==> config.mk <==
export PLATFORM = sky130hd
export DESIGN_NAME = serial_to_parallel_sync
export DESIGN_NICKNAME = d
export VERILOG_FILES = /design/src/rtl/serial_to_parallel_sync.sv
export SDC_FILE = /design/constraint.sdc
export NUM_CORES = 1
export LEC_CHECK = 0
export ABC_AREA = 0
export CAP_MARGIN = 20
export CORE_ASPECT_RATIO = 1.25
export CORE_MARGIN = 3
export CORE_UTILIZATION = 40
export CTS_BUF_LIST = sky130_fd_sc_hd__clkbuf_8
export DETAILED_ROUTE_END_ITERATION = 12
export GPL_TIMING_DRIVEN = 0
export PLACE_DENSITY_LB_ADDON = 0.05
export SETUP_SLACK_MARGIN = 0.2
export SLEW_MARGIN = 20
export SYNTH_ARGS = -nofsm -noshare
export SYNTH_HDL_FRONTEND = slang
export SYNTH_SLANG_ARGS = --single-unit
==> constraint.sdc <==
create_clock -name CLK -period 2.3 [get_ports CLK]
set_clock_uncertainty 0.1 [all_clocks]
set_input_delay 0.69 -clock CLK [delete_from_list [all_inputs] [get_ports CLK]]
set_output_delay 0.69 -clock CLK [all_outputs]
set_load 0.005 [all_outputs]
==> src/rtl/serial_to_parallel_sync.sv <==
// serial_to_parallel_sync: hunts a comma symbol in a serial stream,
// locks after LOCK_COUNT aligned commas, then emits WIDTH-bit words.
module serial_to_parallel_sync #(
    parameter int unsigned      WIDTH      = 10,
    parameter logic [WIDTH-1:0] COMMA      = 10'b0011111010,
    parameter int unsigned      LOCK_COUNT = 4
) (
    input  logic             CLK,
    input  logic             RESET,
    input  logic             DATA_IN,
    output logic [WIDTH-1:0] DATA_OUT,
    output logic             VALID_OUT,
    output logic             COMMA_DET,
    output logic             LOCKED,
    output logic             ALIGN_ERR
);

    localparam int unsigned BW = $clog2(WIDTH);
    localparam int unsigned NW = $clog2(LOCK_COUNT + 1);

    localparam logic [BW-1:0] LAST    = BW'(WIDTH - 1);
    localparam logic [BW-1:0] BIT_ONE = BW'(1);
    localparam logic [NW-1:0] LC      = NW'(LOCK_COUNT);
    localparam logic [NW-1:0] CNT_ONE = NW'(1);

    typedef enum logic [1:0] {
        ST_HUNT,
        ST_ALIGN,
        ST_LOCKED
    } state_e;

    state_e           state_q, state_d;
    logic [WIDTH-2:0] sr_q, sr_d;
    logic [BW-1:0]    bit_cnt_q, bit_cnt_d;
    logic [NW-1:0]    comma_cnt_q, comma_cnt_d;
    logic [WIDTH-1:0] data_out_q, data_out_d;
    logic             valid_q, valid_d;
    logic             det_q, det_d;
    logic             locked_q, locked_d;
    logic             err_q, err_d;

    logic [WIDTH-1:0] win;
    logic             is_comma;
    logic             boundary;
    logic [BW-1:0]    bit_cnt_nxt;
    logic [NW-1:0]    comma_cnt_inc;

    // Sliding window of the newest WIDTH bits and the per-cycle qualifiers.
    always_comb begin
        win           = {sr_q, DATA_IN};
        is_comma      = (win == COMMA);
        boundary      = (bit_cnt_q == LAST);
        bit_cnt_nxt   = boundary ? '0 : bit_cnt_q + BIT_ONE;
        comma_cnt_inc = (comma_cnt_q == LC) ? LC : comma_cnt_q + CNT_ONE;
    end

    // Next-state and registered-output logic for hunt / align / locked.
    always_comb begin
        state_d     = state_q;
        sr_d        = win[WIDTH-2:0];
        bit_cnt_d   = bit_cnt_q;
        comma_cnt_d = comma_cnt_q;
        data_out_d  = data_out_q;
        valid_d     = 1'b0;
        det_d       = 1'b0;
        err_d       = 1'b0;

        unique case (state_q)
            ST_HUNT: begin
                bit_cnt_d = '0;
                if (is_comma) begin
                    comma_cnt_d = CNT_ONE;
                    if (LOCK_COUNT == 1) begin
                        state_d    = ST_LOCKED;
                        data_out_d = win;
                        valid_d    = 1'b1;
                        det_d      = 1'b1;
                    end else begin
                        state_d = ST_ALIGN;
                    end
                end
            end

            ST_ALIGN: begin
                if (boundary) begin
                    bit_cnt_d = bit_cnt_nxt;
                    if (is_comma) begin
                        comma_cnt_d = comma_cnt_inc;
                        if (comma_cnt_inc == LC) begin
                            state_d    = ST_LOCKED;
                            data_out_d = win;
                            valid_d    = 1'b1;
                            det_d      = 1'b1;
                        end
                    end else begin
                        state_d     = ST_HUNT;
                        comma_cnt_d = '0;
                        bit_cnt_d   = '0;
                    end
                end else if (is_comma) begin
                    // Comma on a new phase: restart from this boundary.
                    bit_cnt_d   = '0;
                    comma_cnt_d = CNT_ONE;
                end else begin
                    bit_cnt_d = bit_cnt_nxt;
                end
            end

            ST_LOCKED: begin
                if (boundary) begin
                    bit_cnt_d  = bit_cnt_nxt;
                    data_out_d = win;
                    valid_d    = 1'b1;
                    det_d      = is_comma;
                end else if (is_comma) begin
                    // Slipped comma: flag it and realign on it.
                    err_d     = 1'b1;
                    bit_cnt_d = '0;
                    if (LOCK_COUNT != 1) begin
                        state_d     = ST_ALIGN;
                        comma_cnt_d = CNT_ONE;
                    end
                end else begin
                    bit_cnt_d = bit_cnt_nxt;
                end
            end

            default: begin
                state_d     = ST_HUNT;
                bit_cnt_d   = '0;
                comma_cnt_d = '0;
            end
        endcase

        locked_d = (state_d == ST_LOCKED) && !err_d;
    end

    // State and output registers with synchronous active-high reset.
    always_ff @(posedge CLK) begin
        if (RESET) begin
            state_q     <= ST_HUNT;
            sr_q        <= '0;
            bit_cnt_q   <= '0;
            comma_cnt_q <= '0;
            data_out_q  <= '0;
            valid_q     <= 1'b0;
            det_q       <= 1'b0;
            locked_q    <= 1'b0;
            err_q       <= 1'b0;
        end else begin
            state_q     <= state_d;
            sr_q        <= sr_d;
            bit_cnt_q   <= bit_cnt_d;
            comma_cnt_q <= comma_cnt_d;
            data_out_q  <= data_out_d;
            valid_q     <= valid_d;
            det_q       <= det_d;
            locked_q    <= locked_d;
            err_q       <= err_d;
        end
    end

    assign DATA_OUT  = data_out_q;
    assign VALID_OUT = valid_q;
    assign COMMA_DET = det_q;
    assign LOCKED    = locked_q;
    assign ALIGN_ERR = err_q;

endmodule

==> key figures, run 1 <==
Power and ir drop
  – Seq pwr share: 54.8%
  – P_int: between 800 and 900 µW
  – Pwr/cell area: around 550 nW/µm²
  – Logic gate share of total power: ~2.1%
  – Net Switching: 214 µW
  – Power share of the clock group: 43.1%
  – Leakage: ~0.75 nW
  – Worst vdd ir: 0.000443 V
  – Overall power: 1.02 mW
  – Net Sw Frac: 21.1%

Synthesis
  – Synth top cells by count: dfxtp_1 (32), nor2b_1 (20), a21oi_1 (11), nor2_1 (11), ha_1 (9)
  – Synth async-reset ratio: 0%
  – Register area share after synthesis: 43.7%
  – Number of flops mapped to enable cells by yosys: 0
  – Synth Area in Simple Gates: 24.1%
  – Post-synth top area share: 43.7%
  – Synthesis warning total: 0
  – Dominant cells by area after synthesis: dfxtp_1 (44%), nor2b_1 (8.5%), ha_1 (7.7%), mux2_2 (6.1%), a21oi_1 (3.8%)
  – Unique masters post-synth: 36
  – Cells after synthesis: 145
  – Post-synthesis mux area share: 7.85%
  – Synth Area in XOR/XNOR: 1.79%
  – Primary FF master, synth: dfxtp_1
  – Average size of a mapped cell: a little over 10 µm²
  – Main combinational cell family by area after synthesis: simple AND/OR/NAND/NOR gates
  – Synthesized cell area: ~1500 µm²
  – Complex-gate fraction of the synthesized area: 12.3%
  – Leading area contributor after synthesis: dfxtp_1
  – Top-count cell post-synth: dfxtp_1
  – Post-Synth Adder-Cell Area: 7.68%
  – Syn nets: roughly 160
  – Yosys reg bits: 32

Timing
  – Max transition margin: about two thirds
  – Worst-margin pin slew: 0.500 ns
  – Max-slew violation total from the final report: 0
  – Worst setup margin: 0.220 ns
  – Worst hold slack: 0.373 ns
  – RSZ-0062 raised after global routing: yes
  – Fmax: 481 MHz
  – Final setup fails: 0
  – Crit share post-route: between 90% and 100%
  – Minimum clock period: between 2 and 2.5 ns
  – Final hold violations: 0

Clocking
  – CTS tree: done
  – TritonCTS buffer count: 5
  – Worst skew pair latency: 0.28 ns
  – Root buf cell: clkbuf_8
  – CTS H-Tree Depth: 2
  – Clock buffer depth: 2
  – Cts hold-fix bufs: 0
  – Clock Sinks: 32
  – Clock transition at path regs: 0.07 ns

Drt
  – DR WL/cell: roughly 15 µm
  – Wirelength, routed: between 3 and 4 mm
  – DR vias: between 1,000 and 1,500
  – Drt via density: 5.29
  – # DRC: 0
  – Detailed Routing Iterations Pass 1: 5
  – Antenna-violating nets left: 0
  – DRT iter0 DRCs: 34

GRT
  – Vias in the first global route: around 1,100
  – Largest net degree at the start of global routing: 11
  – Global-route usage over all layers: roughly 16%
  – GR Overflow Total: 0
  – Initial antenna violation count: 0
  – First-pass GRT wire length: 5.04 mm

Layout
  – N_diodes: 0
  – Register area: 644 µm²
  – Multi-input logic area: 845 µm²
  – Final core occ: roughly 55%
  – Area growth syn-to-layout: 27.0%
  – Fillers: 300
  – Fin area: 1860 µm²
  – Layout cells sized above 1: 21.4%
  – Final net count: 184

Floorplan
  – Total Die Area: 4430 µm²
  – Width of the die: roughly 60 µm
  – # rows: 23
  – Ports: 17
  – Die Ht: between 70 and 80 µm
  – Core Region: 3370 µm²
  – Initial Util: a little over two fifths

Placed design
  – Hpwl dp: 2.16 mm
  – DP Area: 1670 µm²
  – Setup WS pre-CTS: -0.534 ns
  – Gpl congestion: 0.779
  – Buffers on Ports: 16

Job
  – Max-cap viol count: 0

Critical path
  – CP endpoint kind: register
  – CP Data Required Time: 2.37 ns
  – Worst Path Arrival: roughly 2.1 ns
  – Worst path most repeated cell: nor4b_4
  – Slowest stage delay, CP: around 0.34 ns
  – Setup CP Type: in -> reg
  – Worst setup SP type: input pin
  – CP Max Fanout: 5
  – Crit path max-delay cell type: mux2_4
  – Critical path cell sequence: buf_8, nor4b_4, nand4_4, nor4b_4, buf_6, o21ai_4, mux2_4

Outcome
  – Status: finished, final reports clean

Worst hold path
  – Hold crit path type: reg -> reg
==> layout by cell type, fill, tap and decap left out, types with 2 or more instances in the layout <==
cell type and n:
o21ai_0 3, nand3b_1 2, clkbuf_8 6, nand2_1 6, o21ai_4 2, dfxtp_1 31
nor2_1 11, mux2_4 5, a21oi_1 11, o31ai_1 2, mux2_2 4, buf_4 2
xor2_1 2, a32oi_1 2, ha_1 8, nor3_1 4, clkdlybuf4s50_1 15, nand3_1 2
inv_1 7, nor4b_4 2, clkbuf_2 3, nor2b_1 19
==> state kept, by name (all words and copies together), names as in the netlist <==
name	flops
sr_q	9
ALIGN_ERR	1
comma_cnt_q	3
VALID_OUT	1
COMMA_DET	1
state_q	2
bit_cnt_q	4
LOCKED	1
DATA_OUT	10
==> routing by layer <==
| layer | wire length (µm) | part of all wire (%) | GRT usage [%] | up-vias |
|---|---|---|---|---|
| met5 | 0 | 0 | 0 | - |
| met4 | 17 | 0.55 | 4.43 | 0 |
| met3 | 106 | 3.4 | 4.92 | 2 |
| met2 | 1690 | 55 | 28.6 | 22 |
| met1 | 1280 | 41 | 16.4 | 527 |
| li1 | - | - | - | 559 |
==> path summary, 6_finish.rpt <==
path | from | end | slack (ns) | cells after the start
worst min-delay path | bit_cnt_q[0] | bit_cnt_q[0] | 0.37 | 1
worst max register to register | comma_cnt_q[0] | DATA_OUT[4] | 0.26 | 7
worst max-delay path | DATA_IN | DATA_OUT[4] | 0.22 | 7
worst min register to register | bit_cnt_q[0] | bit_cnt_q[0] | 0.37 | 1
==> power by group through the flow <==
stage | clock network, mW | logic (mW) | registers (mW)
global placement | 0 | 0.0201 | 0.571
detailed placement | 0 | 0.0201 | 0.571
floorplan | 0 | 0.0112 | 0.571
finish | 0.439 | 0.0213 | 0.558
global route | 0.480 | 0.0239 | 0.558
CTS | 0.451 | 0.0192 | 0.559
==> metrics by stage <==
stage,setup TNS [ns],cells
floorplan,0,145
global placement,-5.87,198
detailed placement,-6.33,198
CTS,0,210
global route,0,210
finish,0,210
==> kinds of logic after synthesis <==
| group | Yosys count |
|---|---|
| AOI/OAI and AO/OA | 26 |
| xor gates and xnor gates | 3 |
| adders and majority gates | 9 |
| buffers and inverters | 10 |
| DFF | 32 |
| muxes | 10 |
| and+or+nand+nor | 55 |
==> worst max-delay path: cells and delay by family <==
kind	cells	cell delay, ns
compound gates	1	0.11
buf+inv	2	0.26
mux	1	0.34
simple gates	3	0.74
==> layout make-up <==
cell class / instances / share of cell area [%]
flip-flops and latches: 32 / 34.6
inverters: 6 / 1.21
clock inverters: 2 / 0.605
well taps: 37 / 2.49
multi-input cells: 104 / 45.4
clock buffers: 6 / 4.44
plain buffers: 4 / 1.01
repair buffers: 19 / 10.3
==> timing repair <==
action	in CTS	in global routing
resized for setup	8	18
pin swaps	5	5
endpoints found under the setup margin	16	11
cloned	1	0
setup buffers	3	0
Power figures use the tool's default switching activity.
==> run 2, diff against run 1 <==
--- a/config.mk
+++ b/config.mk
@@ -9,7 +9,7 @@
 export CAP_MARGIN = 20
 export CORE_ASPECT_RATIO = 1.25
 export CORE_MARGIN = 3
-export CORE_UTILIZATION = 40
+export CORE_UTILIZATION = 25
 export CTS_BUF_LIST = sky130_fd_sc_hd__clkbuf_8
 export DETAILED_ROUTE_END_ITERATION = 12
 export GPL_TIMING_DRIVEN = 0
==> key figures, run 2 (synthesis gave the netlist of run 1 again) <==
Clocking
  – Clock Sinks: 32 (unchanged)
  – TritonCTS buffer count: 5 (unchanged)
  – Root buf cell: clkbuf_8
  – Clock buffer depth: 2 (unchanged)
  – Cts hold-fix bufs: 0 (unchanged)
  – Worst skew pair latency: 0.28 ns (about the same)
  – CTS H-Tree Depth: 2 (unchanged)
  – Clock transition at path regs: 0.07 ns (about the same)
  – CTS tree: done

Floorplan
  – Core Region: 5560 µm² (+65%)
  – Total Die Area: 6830 µm² (+54%)
  – # rows: 30 (+30%)
  – Initial Util: 26.4% (-17 points)
  – Ports: 17 (unchanged)
  – Die Ht: 91.6 µm (+24%)
  – Width of the die: 74.5 µm (+24%)

Timing
  – Worst setup margin: 0.269 ns (+0.0490 ns)
  – Crit share post-route: 88.3% (-2.1 points)
  – Max-slew violation total from the final report: 0 (unchanged)
  – Final setup fails: 0 (unchanged)
  – RSZ-0062 raised after global routing: no
  – Minimum clock period: 2.03 ns (-0.0490 ns)
  – Max transition margin: 67.0% (+0.29 points)
  – Worst hold slack: 0.366 ns (-0.00703 ns)
  – Final hold violations: 0 (unchanged)
  – Fmax: 492 MHz (+2.4%)
  – Worst-margin pin slew: 0.495 ns (-0.00438 ns)
  – Setup TNS: 0 ns (unchanged)

Critical path
  – Worst setup SP type: input pin
  – Crit-path leading delay family: simple AND/OR/NAND/NOR gates
  – Crit path max-delay cell type: mux2_4
  – Slowest stage delay, CP: 0.33 ns (about the same)
  – Setup CP Type: in -> reg
  – Worst path most repeated cell: nor4b_4
  – CP endpoint kind: register
  – Worst Path Arrival: 2.10 ns (-0.04 ns)
  – Critical path cell sequence: buf_6, nor4b_4, nand4_4, nor4b_4, buf_4, o21ai_4, mux2_4
  – CP Max Fanout: 5 (unchanged)
  – CP Data Required Time: 2.37 ns (about the same)
  – Worst path bufs/invs: 2 (unchanged)

Layout
  – Fin area: 1870 µm² (+0.20%)
  – Most frequent cells in the layout: dfxtp_1 (31), nor2b_1 (20), clkdlybuf4s50_1 (15)
  – Max reg flops: 10 (unchanged)
  – N_diodes: 0 (unchanged)
  – Most common cell after layout, fill and taps aside: dfxtp_1
  – Layout cells sized above 1: 21.3% (-0.12 points)
  – Final core occ: 33.6% (-22 points)
  – Final net count: 185 (+0.54%)
  – Post-route insts no fill: 238 (+13%)
  – Area growth syn-to-layout: 27.2%

Drt
  – Wirelength, routed: 3.22 mm (+3.9%)
  – DRT iter0 DRCs: 74 (+120%)
  – Antenna-violating nets left: 0 (unchanged)
  – Drt via density: 4.71 (-11%)
  – DR WL/cell: 13.5 µm (-8.3%)
  – Detailed Routing Iterations Pass 1: 4 (-1)
  – # DRC: 0 (unchanged)
  – DR vias: 1,120 (+0.90%)

Job
  – Max-cap viol count: 0 (unchanged)

Outcome
  – Status: finished, final reports clean

Placed design
  – Hpwl dp: 2.30 mm (+6.4%)
  – DP Area: 1710 µm² (+2.0%)
  – Gpl congestion: 0.799 (+2.6%)
  – Buffers on Ports: 16 (unchanged)
  – Placed cell count: 225 (+14%)
  – Setup WS pre-CTS: -0.557 ns (-0.0229 ns)

GRT
  – Vias in the first global route: 1,220 (+11%)
  – GR Overflow Total: 0 (unchanged)
  – Largest net degree at the start of global routing: 11 (unchanged)
  – GR peak layer: met2
  – Initial antenna violation count: 0 (unchanged)
  – M1 GR Usage: 13.1% (-3.3 points)
  – Global-route usage over all layers: 10.7% (-4.8 points)
  – Met3 Use GR: 3.51% (-1.4 points)
  – First-pass GRT wire length: 5.63 mm (+12%)
  – Met2 Use GR: 16.9% (-12 points)

Power and ir drop
  – Pwr/cell area: 547 nW/µm² (about the same)
  – Worst vdd ir: 0.000308 V (-30%)
  – Overall power: 1.02 mW (+0.27%)
  – Leakage: 0.737 nW (-1.5%)

Worst hold path
  – Hold crit path type: reg -> reg
## run 2: cell types whose count changed in the layout (fill, tap and decap cells not counted), sizes merged
cell / previous run / this run
buf: 5 / 6
## run 2: final timing paths
path / slack, ns / endpoint / startpoint / cells after the start
worst max-delay path: 0.27 / DATA_OUT[8] / DATA_IN / 7
worst min-delay path: 0.37 / bit_cnt_q[0] / bit_cnt_q[0] / 1
worst max register to register: 0.27 / DATA_OUT[3] / comma_cnt_q[0] / 7
worst min register to register: 0.37 / bit_cnt_q[0] / bit_cnt_q[0] / 1
## run 2: layer usage
metal | wire length (µm) | part of all wire, %
met5 | 0 | 0
met1 | 1420 | 44
met4 | 63 | 2.0
met3 | 122 | 3.8
met2 | 1610 | 50
## run 2: worst register-to-register path, stage by stage, from the launching register on
cell     delay (ns)
dfxtp_2        0.35
ha_2           0.21
xor2_1         0.15
a22oi_2        0.24
nor4b_4        0.08
buf_4          0.17
o21ai_4        0.26
mux2_2         0.37
## run 2: final cells by class
| cell class | instances | area [µm²] |
|---|---|---|
| Fill cell | 594 | 3690 |
| Multi-Input combinational cell | 104 | 817 |
| Sequential cell | 32 | 642 |
| Timing Repair Buffer | 20 | 191 |
| Clock buffer | 6 | 82.6 |
| Tap cell | 64 | 80.1 |
| Inverter | 6 | 22.5 |
| Buffer | 4 | 18.8 |
| Clock inverter | 2 | 11.3 |
## run 2: where the power goes
part | switching (mW) | internal [mW]
clock | 0.202 | 0.238
sequential | 0.00211 | 0.557
combinational | 0.0127 | 0.00855
## run 2: repair_timing
item,in CTS,in global routing
endpoints found under the setup margin,16,11
setup buffers,3,1
resized for setup,8,7
gates cloned,1,0
pin swaps,4,6
==> run 3, diff against run 2 <==
--- a/config.mk
+++ b/config.mk
@@ -19,3 +19,4 @@
 export SYNTH_ARGS = -nofsm -noshare
 export SYNTH_HDL_FRONTEND = slang
 export SYNTH_SLANG_ARGS = --single-unit
+export TNS_END_PERCENT = 30
==> results of run 3 <==
Final layout, timing and power as in run 2 (identical DEF).
